## src/rtl/fetch_ctrl_pkg.sv

```systemverilog
// fetch_ctrl_pkg: pc-source encodings and controller states shared by the fetch controller
package fetch_ctrl_pkg;
  localparam logic [1:0] PCSRC_SEQ    = 2'b00;
  localparam logic [1:0] PCSRC_JUMP   = 2'b01;
  localparam logic [1:0] PCSRC_BRANCH = 2'b10;
  typedef enum logic [1:0] {HOLD, RUN, MEM_WAIT, HALTED} fetch_state_t;
endpackage

```

## src/rtl/fetch_ctrl_if.sv

```systemverilog
// fetch_ctrl_if: pipeline request inputs and fetch-datapath control outputs
interface fetch_ctrl_if #(parameter int STALL_CNT_W = 16);
  logic branch_taken, jump_req, load_use_hazard, halt_req, imem_ready;
  logic imem_req;
  logic [1:0] pc_src;
  logic pc_write, ifid_write, ifid_flush, idex_flush, halted, fetch_error;
  logic [STALL_CNT_W-1:0] stall_count;
  modport master (
    input  branch_taken, jump_req, load_use_hazard, halt_req, imem_ready,
    output imem_req, pc_src, pc_write, ifid_write, ifid_flush, idex_flush, halted, fetch_error, stall_count
  );
  modport slave (
    output branch_taken, jump_req, load_use_hazard, halt_req, imem_ready,
    input  imem_req, pc_src, pc_write, ifid_write, ifid_flush, idex_flush, halted, fetch_error, stall_count
  );
endinterface

```

## src/rtl/fetch_ctrl_sat_counter.sv

```systemverilog
// sat_counter: up-counter with sync clear that sticks at all-ones instead of wrapping
module sat_counter #(parameter int W = 16) (
  input  logic         clk,
  input  logic         i_clr,
  input  logic         i_en,
  output logic [W-1:0] o_q
);
  always_ff @(posedge clk)
    o_q <= i_clr ? '0 : (i_en && !(&o_q)) ? o_q + 1'b1 : o_q;
endmodule

```

## src/rtl/fetch_ctrl.sv

```systemverilog
// fetch_ctrl: picks next-PC source and PC / IF/ID load, flush or hold each cycle
module fetch_ctrl import fetch_ctrl_pkg::*; #(
  parameter int RESET_HOLD_CYCLES = 2,
  parameter int MEM_TIMEOUT       = 16,
  parameter int STALL_CNT_W       = 16
) (
  input logic        clk,
  input logic        rst,
  fetch_ctrl_if.master bus
);
  localparam int HW = $clog2(RESET_HOLD_CYCLES + 1);
  localparam int WW = $clog2(MEM_TIMEOUT + 1);
  fetch_state_t r_state, w_next;
  logic [HW-1:0] r_hold_cnt;
  logic [WW-1:0] r_wait_cnt;
  logic r_fetch_error, w_active, w_timeout;
  assign w_active = !rst && (r_state == RUN || r_state == MEM_WAIT);
  assign bus.fetch_error = r_fetch_error;
  always_comb begin
    w_next = r_state;
    w_timeout = 1'b0;
    bus.imem_req = w_active;
    bus.pc_src = PCSRC_SEQ;
    bus.pc_write = 1'b0;
    bus.ifid_write = 1'b0;
    bus.ifid_flush = !w_active;
    bus.idex_flush = 1'b0;
    bus.halted = !rst && r_state == HALTED;
    if (rst || r_state == HOLD) begin
      bus.idex_flush = 1'b1;
      w_next = (r_hold_cnt == HW'(RESET_HOLD_CYCLES - 1)) ? RUN : HOLD;
    end else if (w_active) begin
      if (bus.branch_taken) begin
        bus.pc_src = PCSRC_BRANCH;
        bus.pc_write = 1'b1;
        bus.ifid_flush = 1'b1;
        bus.idex_flush = 1'b1;
        w_next = RUN;
      end else if (bus.load_use_hazard) begin
        bus.idex_flush = 1'b1;
      end else if (bus.halt_req) begin
        bus.ifid_flush = 1'b1;
        w_next = HALTED;
      end else if (bus.jump_req) begin
        bus.pc_src = PCSRC_JUMP;
        bus.pc_write = 1'b1;
        bus.ifid_flush = 1'b1;
        w_next = RUN;
      end else if (!bus.imem_ready) begin
        bus.ifid_flush = 1'b1;
        w_timeout = r_wait_cnt == WW'(MEM_TIMEOUT);
        w_next = w_timeout ? HALTED : MEM_WAIT;
      end else begin
        bus.pc_write = 1'b1;
        bus.ifid_write = 1'b1;
        w_next = RUN;
      end
    end
  end
  // wait counter parks at MEM_TIMEOUT so a hazard stall inside a wait cannot skip the timeout
  always_ff @(posedge clk) begin
    if (rst) begin
      r_state <= HOLD;
      r_hold_cnt <= '0;
      r_wait_cnt <= '0;
      r_fetch_error <= 1'b0;
    end else begin
      r_state <= w_next;
      r_hold_cnt <= (r_state == HOLD) ? r_hold_cnt + 1'b1 : r_hold_cnt;
      r_wait_cnt <= (w_next == MEM_WAIT) ? r_wait_cnt + WW'(r_wait_cnt != WW'(MEM_TIMEOUT)) : '0;
      r_fetch_error <= r_fetch_error | w_timeout;
    end
  end
  sat_counter #(.W(STALL_CNT_W)) u_stall_cnt (
    .clk  (clk),
    .i_clr(rst),
    .i_en (w_active && !bus.pc_write),
    .o_q  (bus.stall_count)
  );
endmodule

```

## src/flat_wrapper.sv

```systemverilog
// flat-port wrapper written by rule: the top's interface ports become plain ports
module fetch_ctrl_flat import fetch_ctrl_pkg::*;
#(
  parameter int RESET_HOLD_CYCLES = 2,
  parameter int MEM_TIMEOUT       = 16,
  parameter int STALL_CNT_W       = 16
)
  (clk, rst, bus_branch_taken, bus_jump_req, bus_load_use_hazard, bus_halt_req, bus_imem_ready, bus_imem_req, bus_pc_src, bus_pc_write, bus_ifid_write, bus_ifid_flush, bus_idex_flush, bus_halted, bus_fetch_error, bus_stall_count);
  fetch_ctrl_if #(.STALL_CNT_W(STALL_CNT_W)) bus_i ();
  input logic clk;
  input logic rst;
  input wire logic [$bits(bus_i.branch_taken)-1:0] bus_branch_taken;
  input wire logic [$bits(bus_i.jump_req)-1:0] bus_jump_req;
  input wire logic [$bits(bus_i.load_use_hazard)-1:0] bus_load_use_hazard;
  input wire logic [$bits(bus_i.halt_req)-1:0] bus_halt_req;
  input wire logic [$bits(bus_i.imem_ready)-1:0] bus_imem_ready;
  output wire logic [$bits(bus_i.imem_req)-1:0] bus_imem_req;
  output wire logic [$bits(bus_i.pc_src)-1:0] bus_pc_src;
  output wire logic [$bits(bus_i.pc_write)-1:0] bus_pc_write;
  output wire logic [$bits(bus_i.ifid_write)-1:0] bus_ifid_write;
  output wire logic [$bits(bus_i.ifid_flush)-1:0] bus_ifid_flush;
  output wire logic [$bits(bus_i.idex_flush)-1:0] bus_idex_flush;
  output wire logic [$bits(bus_i.halted)-1:0] bus_halted;
  output wire logic [$bits(bus_i.fetch_error)-1:0] bus_fetch_error;
  output wire logic [$bits(bus_i.stall_count)-1:0] bus_stall_count;
  assign bus_i.branch_taken = bus_branch_taken;
  assign bus_i.jump_req = bus_jump_req;
  assign bus_i.load_use_hazard = bus_load_use_hazard;
  assign bus_i.halt_req = bus_halt_req;
  assign bus_i.imem_ready = bus_imem_ready;
  assign bus_imem_req = bus_i.imem_req;
  assign bus_pc_src = bus_i.pc_src;
  assign bus_pc_write = bus_i.pc_write;
  assign bus_ifid_write = bus_i.ifid_write;
  assign bus_ifid_flush = bus_i.ifid_flush;
  assign bus_idex_flush = bus_i.idex_flush;
  assign bus_halted = bus_i.halted;
  assign bus_fetch_error = bus_i.fetch_error;
  assign bus_stall_count = bus_i.stall_count;
  fetch_ctrl #(.RESET_HOLD_CYCLES(RESET_HOLD_CYCLES), .MEM_TIMEOUT(MEM_TIMEOUT), .STALL_CNT_W(STALL_CNT_W)) u_core (.clk(clk), .rst(rst), .bus(bus_i));
endmodule
```

## config.mk

```make
export PLATFORM = sky130hd
export DESIGN_NAME = fetch_ctrl_flat
export DESIGN_NICKNAME = d
export VERILOG_FILES = /design/src/rtl/fetch_ctrl_pkg.sv /design/src/rtl/fetch_ctrl_if.sv /design/src/rtl/fetch_ctrl_sat_counter.sv /design/src/rtl/fetch_ctrl.sv /design/src/flat_wrapper.sv
export SDC_FILE = /design/constraint.sdc
export NUM_CORES = 1
export LEC_CHECK = 0
export CORE_MARGIN = 2
export CORE_UTILIZATION = 40
export DETAILED_ROUTE_END_ITERATION = 7
export PLACE_DENSITY = 0.66
export SLEW_MARGIN = 20
export SYNTH_ARGS = -nofsm -noshare
export SYNTH_HDL_FRONTEND = slang
export SYNTH_SLANG_ARGS = --single-unit
```

## constraint.sdc

```tcl
create_clock -name clk -period 4.2 [get_ports clk]
set_clock_uncertainty 0.2 [all_clocks]
set_input_delay 0.84 -clock clk [delete_from_list [all_inputs] [get_ports clk]]
set_output_delay 0.84 -clock clk [all_outputs]
set_load 0.02 [all_outputs]
```

==> results of run 1 <==
==> flip-flops by register name, indices dropped and copies added, names as in the netlist <==
name and flops:
u_core.bus.fetch_error 1, u_core.r_hold_cnt 2, u_core.r_state 2, u_core.r_wait_cnt 5
u_core.u_stall_cnt.o_q 16
==> cells by family after synthesis <==
| group | Yosys count |
|---|---|
| flops | 26 |
| compound gates | 31 |
| simple gates | 79 |
| xor+xnor | 4 |
| buf+inv | 21 |
| fa+ha+maj | 7 |
| mux | 6 |
==> stage by stage <==
| stage | util [%] | hold slack (ns) | instance area, µm² | setup slack (ns) |
|---|---|---|---|---|
| 2_1_floorplan | - | 0.2631 | 1531 | 1.243 |
| 5_1_grt | 51.81 | 0.3360 | 1897 | 0.3845 |
| 6_report | 51.81 | 0.2954 | 1897 | 0.4882 |
| 3_5_place_dp | 50.31 | 0.2941 | 1842 | 0.5182 |
| 4_1_cts | 51.81 | 0.3030 | 1897 | 0.5138 |
| 3_3_place_gp | 50.31 | 0.2733 | 1842 | 0.5772 |
==> path summary, 6_finish.rpt <==
kind	from	endpoint	slack (ns)
worst min-delay path	u_core.r_hold_cnt[1]	u_core.r_hold_cnt[1]	0.30
worst min register to register	u_core.r_hold_cnt[1]	u_core.r_hold_cnt[1]	0.30
worst max register to register	u_core.r_state[0]	u_core.u_stall_cnt.o_q[7]	1.51
worst max-delay path	bus_load_use_hazard	bus_ifid_write	0.49
==> synthesized netlist by cell type (3+ instances only) <==
cell      count
inv_1        12
nand4_1       4
and3_1        3
nand2_1      10
or4_1         5
ha_1          7
nor2b_1       6
mux2_1        4
dfxtp_1      26
nor2_1       11
and4_1        5
buf_2         3
o41ai_1       4
nor3_1        9
nand3_1       7
nor4_1        6
buf_6         4
o21ai_0       3
a21oi_1       6
o21ai_1       3
o311ai_1      4
nand2b_1      4
==> report_power, final <==
group / internal, mW / total (mW) / switching, mW
sequential: 0.261 / 0.273 / 0.0120
combinational: 0.0682 / 0.157 / 0.0884
clock: 0.0836 / 0.157 / 0.0737
total: 0.413 / 0.587 / 0.174
==> worst max-delay path: cells and delay by family <==
kind                   cells  cell delay, ns
AND/OR/NAND/NOR            2            0.68
buffers and inverters      2            1.14
==> metal layers <==
layer  global-route usage [%]  share of wire [%]  vias up
met5                        0                  0        -
met4                    3.125               0.42        0
met3                    3.578                3.2        2
met2                    29.67                 51       24
met1                    21.77                 45      686
li1                         -                  -      701
==> area by class of cell <==
type / count / area share, %
Inverter: 12 / 2.375
Multi-Input combinational cell: 127 / 47.36
Timing Repair Buffer: 32 / 16.75
Clock buffer: 4 / 2.902
Sequential cell: 26 / 27.44
Tap cell: 48 / 3.166
==> summary.txt, run 1 <==
Setup path
  • Slowest CP cell: clkdlybuf4s50_1
  • Depth of the worst register-to-register path: 6
  • WS Path Type: in -> out
  • Crit path launch type: input port
  • CP Cell Sequence: clkdlybuf4s50_1 > nor3b_1 > and4_1 > clkdlybuf4s50_1
  • Largest stage delay, worst path: 0.60 ns
  • Crit path required time: 3.16 ns
  • Worst path most repeated cell: clkdlybuf4s50_1
  • Critical path arrival: 2.67 ns
  • CP endpoint kind: primary output
  • Critical Path Fanout Max: 7

Synth
  • Largest family of logic cells by synthesized area: simple AND/OR/NAND/NOR gates
  • Post-synthesis compound-gate area fraction: 16.09%
  • Post-Syn Nets: 188
  • Post-synthesis adder-cell area fraction: 5.719%
  • Synth Warn #: 0
  • EDFF count, synth: 0
  • Multiplexer share of the synthesized area: 4.330%
  • Cell taking the most area after synthesis: dfxtp_1
  • Post-synthesis xor/xnor area fraction: 2.288%
  • Post-synth top flop: dfxtp_1
  • Register bit count reported by yosys: 26
  • Post-Synthesis Cells: 174
  • Yosys top cell area share: 33.99%
  • Main area contributors after synthesis: dfxtp_1 (34%), ha_1 (5.7%), nor3_1 (2.9%)
  • Synth Area in Simple Gates: 30.23%
  • Ys async rst share: 0%
  • Average size of a mapped cell: 8.802 µm²
  • Post-Syn Area: 0.001531 mm²
  • Post-synthesis sequential area ratio: 33.99%
  • Count of cell types in the netlist: 45

Outcome
  • Status: finished clean

Power
  • PD cells: 309.6 mW/mm²
  • Tot Pwr: 0.5872 mW
  • P_leak: 0.6765 nW
  • Worst vdd ir: 0.2089 mV

Finish
  • Sequential Area: 520.5 µm²
  • Number of fill cells in the layout: 342
  • Commonest non-fill, non-tap cell in the layout: clkdlybuf4s50_1
  • Area delta synth->final: 23.86%
  • Multi-input gate area: 898.4 µm²
  • Post-Layout Cell Count: 249
  • Antenna cells: 0
  • Share of cells above drive strength 1: 5.473%
  • Nets: 216
  • Most frequent cells in the layout: clkdlybuf4s50_1 (31), dfxtp_1 (26), inv_1 (12)

Place
  • Port Buf Inserts: 31
  • Placed cell count: 245
  • Hpwl dp: 2503 µm
  • GPL Wtd Cong: 0.7492

Drt
  • Vias per cell: 5.675
  • Initial DRT Pass Iterations: 4
  • Antenna Nets Post-Route: 0
  • Drt wl/cell: 13.52 µm
  • DRC errors left: 0
  • 1st-iter DRT viols: 70
  • Total Wirelength: 3366 µm
  • Via count: 1413

Clock network
  • CTS Sinks: 26
  • Root Buffer Master: clkbuf_8
  • Post-CTS sizing: 0
  • TritonCTS Buffers: 3
  • Clock transition at path regs: 0.08 ns
  • CTS max path bufs: 2
  • Later-pin clock latency in the skew report: 0.26 ns
  • CTS tree: built
  • Cts-stage hold buffer count: 0
  • Post-CTS Setup Bufs: 0
  • H-tree depth: 1

Floorplanning
  • Die height: 65.88 µm
  • Standard-cell rows: 22
  • Starting density of the core: 41.83%
  • Ports: 32
  • Core area: 0.003661 mm²
  • Die area: 0.004340 mm²
  • Die width: 65.88 µm

STA
  • Final period utilization: 88.38%
  • Final Max Slew Viols: 0
  • Slew headroom: 38.90%
  • Fmax: 269.4 MHz
  • Final setup vio count: 0
  • Worst-margin pin slew: 0.9144 ns
  • Final TNS setup: 0 ns
  • Final hold vios: 0
  • Tmin final: 3.712 ns
  • RSZ-0062 raised after global routing: no

Min path
  • Worst hold path depth: 2
  • Min-delay worst type: reg -> reg

Global routing
  • Largest net degree at the start of global routing: 26
  • Initial antenna violation count: 0
  • Global Route Usage Sum: 17.05%
  • Number of global-route vias before repair: 1250
  • Total grt overflow: 0
  • First-pass GRT wire length: 5844 µm

Job
  • Max Cap Violations: 0
(Power assumes the default switching activity.)
==> run 2, diff against run 1 <==
--- a/config.mk
+++ b/config.mk
@@ -8,7 +8,7 @@
 export CORE_MARGIN = 2
 export CORE_UTILIZATION = 40
 export DETAILED_ROUTE_END_ITERATION = 7
-export PLACE_DENSITY = 0.66
+export PLACE_DENSITY = 0.65
 export SLEW_MARGIN = 20
 export SYNTH_ARGS = -nofsm -noshare
 export SYNTH_HDL_FRONTEND = slang
==> run 2 against run 1 <==
Against the previous run: wire length grew 4.5%; total power fell by 2.5%; maximum frequency grew 0.63%.
==> summary.txt, run 2 (same netlist as run 1, synthesis figures left out) <==
Outcome
  • Status: finished clean (unchanged)

Clock network
  • Post-CTS sizing: 0 (unchanged)
  • CTS tree: built (unchanged)
  • Root Buffer Master: clkbuf_8 (unchanged)
  • Clock transition at path regs: 0.08 ns (about the same)
  • Later-pin clock latency in the skew report: 0.27 ns (was 0.26 ns)
  • H-tree depth: 1 (unchanged)
  • CTS Sinks: 26 (unchanged)
  • Cts-stage hold buffer count: 0 (unchanged)
  • TritonCTS Buffers: 3 (unchanged)
  • CTS max path bufs: 2 (unchanged)
  • Post-CTS Setup Bufs: 0 (unchanged)

Drt
  • Via count: 1432 (was 1413)
  • Total Wirelength: 3519 µm (was 3366 µm)
  • DRC errors left: 0 (unchanged)
  • Vias per cell: 5.751 (was 5.675)
  • 1st-iter DRT viols: 109 (was 70)
  • Antenna Nets Post-Route: 0 (unchanged)
  • Initial DRT Pass Iterations: 4 (unchanged)
  • Drt wl/cell: 14.13 µm (was 13.52 µm)

Finish
  • Design Area, Final: 0.001891 mm² (was 0.001897 mm²)
  • Commonest non-fill, non-tap cell in the layout: clkdlybuf4s50_1 (unchanged)
  • Nets: 217 (was 216)
  • Share of cells above drive strength 1: 5.473% (unchanged)
  • Most frequent cells in the layout: clkdlybuf4s50_1 (31), dfxtp_1 (26), inv_1 (12) (unchanged)
  • Area delta synth->final: 23.45% (was 23.86%)
  • Biggest regs: u_core.u_stall_cnt.o_q: 16 flops, u_core.r_wait_cnt: 5 flops (unchanged)
  • Antenna cells: 0 (unchanged)
  • Largest register FFs: 16 (unchanged)
  • Most flops, register: u_core.u_stall_cnt.o_q (unchanged)

Floorplanning
  • Die height: 65.88 µm (unchanged)
  • Die area: 0.004340 mm² (unchanged)
  • Die width: 65.88 µm (unchanged)
  • Standard-cell rows: 22 (unchanged)
  • Core area: 0.003661 mm² (unchanged)
  • Ports: 32 (unchanged)
  • Starting density of the core: 41.83% (unchanged)

STA
  • RSZ-0062 raised after global routing: no (unchanged)
  • Final period utilization: 87.83% (was 88.38%)
  • Slew headroom: 53.30% (was 38.90%)
  • Final hold vios: 0 (unchanged)
  • Worst-margin pin slew: 0.6931 ns (was 0.9144 ns)
  • Final Max Slew Viols: 0 (unchanged)
  • Fmax: 271.1 MHz (was 269.4 MHz)
  • Tmin final: 3.689 ns (was 3.712 ns)
  • Final setup vio count: 0 (unchanged)
  • Final TNS setup: 0 ns (unchanged)

Job
  • Max Cap Violations: 0 (unchanged)

Place
  • GPL Wtd Cong: 0.7610 (was 0.7492)
  • Hpwl dp: 2577 µm (was 2503 µm)
  • Port Buf Inserts: 31 (unchanged)
  • Post-DP Area: 0.001849 mm² (was 0.001842 mm²)

Global routing
  • Total grt overflow: 0 (unchanged)
  • Met1 usage: 20.69% (was 21.77%)
  • Number of global-route vias before repair: 1295 (was 1250)
  • First-pass GRT wire length: 5947 µm (was 5844 µm)
  • Met2 usage in global routing: 31.82% (was 29.67%)
  • Global Route Usage Sum: 17.51% (was 17.05%)
  • Initial antenna violation count: 0 (unchanged)
  • Gr busiest metal: met2 (unchanged)
  • Global routing usage on met3: 4.259% (was 3.578%)
  • Largest net degree at the start of global routing: 22 (was 26)

Setup path
  • Critical path arrival: 2.65 ns (was 2.67 ns)
  • Crit path launch type: input port (unchanged)
  • Crit path required time: 3.16 ns (about the same)
  • CP endpoint kind: primary output (unchanged)
  • WS Path Type: in -> out (unchanged)
  • Critical Path Fanout Max: 7 (unchanged)

Power
  • Tot Pwr: 0.5726 mW (was 0.5872 mW)
  • PD cells: 302.9 mW/mm² (was 309.6 mW/mm²)
  • Worst vdd ir: 0.2173 mV (was 0.2089 mV)
  • P_leak: 0.6736 nW (was 0.6765 nW)

Min path
  • Min-delay worst type: reg -> reg (unchanged)
[run 2: cell types whose count changed in the layout (fill, tap and decap cells not counted)]
cell / before / now
clkbuf_8: 4 / 3
buf_4: 1 / 2
[run 2: worst max-delay path: stages]
cell	delay [ns]
clkdlybuf4s50_1	0.56
nor3b_1	0.40
and4_1	0.25
clkdlybuf4s50_1	0.60
[run 2: area by class of cell]
type                    count  area [µm²]
well taps                  48       60.06
fillers                   367        1770
flip-flops and latches     26       520.5
repair buffers             33       325.3
inverters                  12       45.04
multi-input cells         127       898.4
clock buffers               3       41.29
[run 2: layer usage]
metal	share of wire (%)	routed length, µm	vias to the layer above
met5	0	0	-
met4	0.51	18	0
met3	3.9	138	2
met2	50	1749	28
met1	46	1613	696
li1	-	-	706
[run 2: path summary, 6_finish.rpt]
path	slack, ns	cells after the start	startpoint	to
setup / recovery	0.51	4	bus_load_use_hazard	bus_ifid_write
hold / removal	0.30	2	u_core.bus.fetch_error	u_core.bus.fetch_error
setup reg to reg	1.69	6	u_core.r_state[0]	u_core.u_stall_cnt.o_q[9]
hold reg to reg	0.30	2	u_core.bus.fetch_error	u_core.bus.fetch_error
[run 2: power by group]
group | switching [mW] | total (mW) | internal [mW] | leakage [nW]
Sequential | 0.0129 | 0.274 | 0.261 | 0.210
Combinational | 0.0892 | 0.160 | 0.0713 | 0.442
Clock | 0.0737 | 0.138 | 0.0642 | 0.0216
Total | 0.176 | 0.573 | 0.397 | 0.674
[run 2: stage by stage]
step | utilization [%] | instances | worst slack, ns | hold slack, ns
after floorplan | - | 174 | 1.243 | 0.2631
after global placement | 50.51 | 246 | 0.5751 | 0.2736
after detailed placement | 50.51 | 246 | 0.5357 | 0.2739
after CTS | 51.64 | 249 | 0.5277 | 0.3041
after global routing | 51.64 | 249 | 0.4379 | 0.3359
final | 51.64 | 249 | 0.5113 | 0.3021
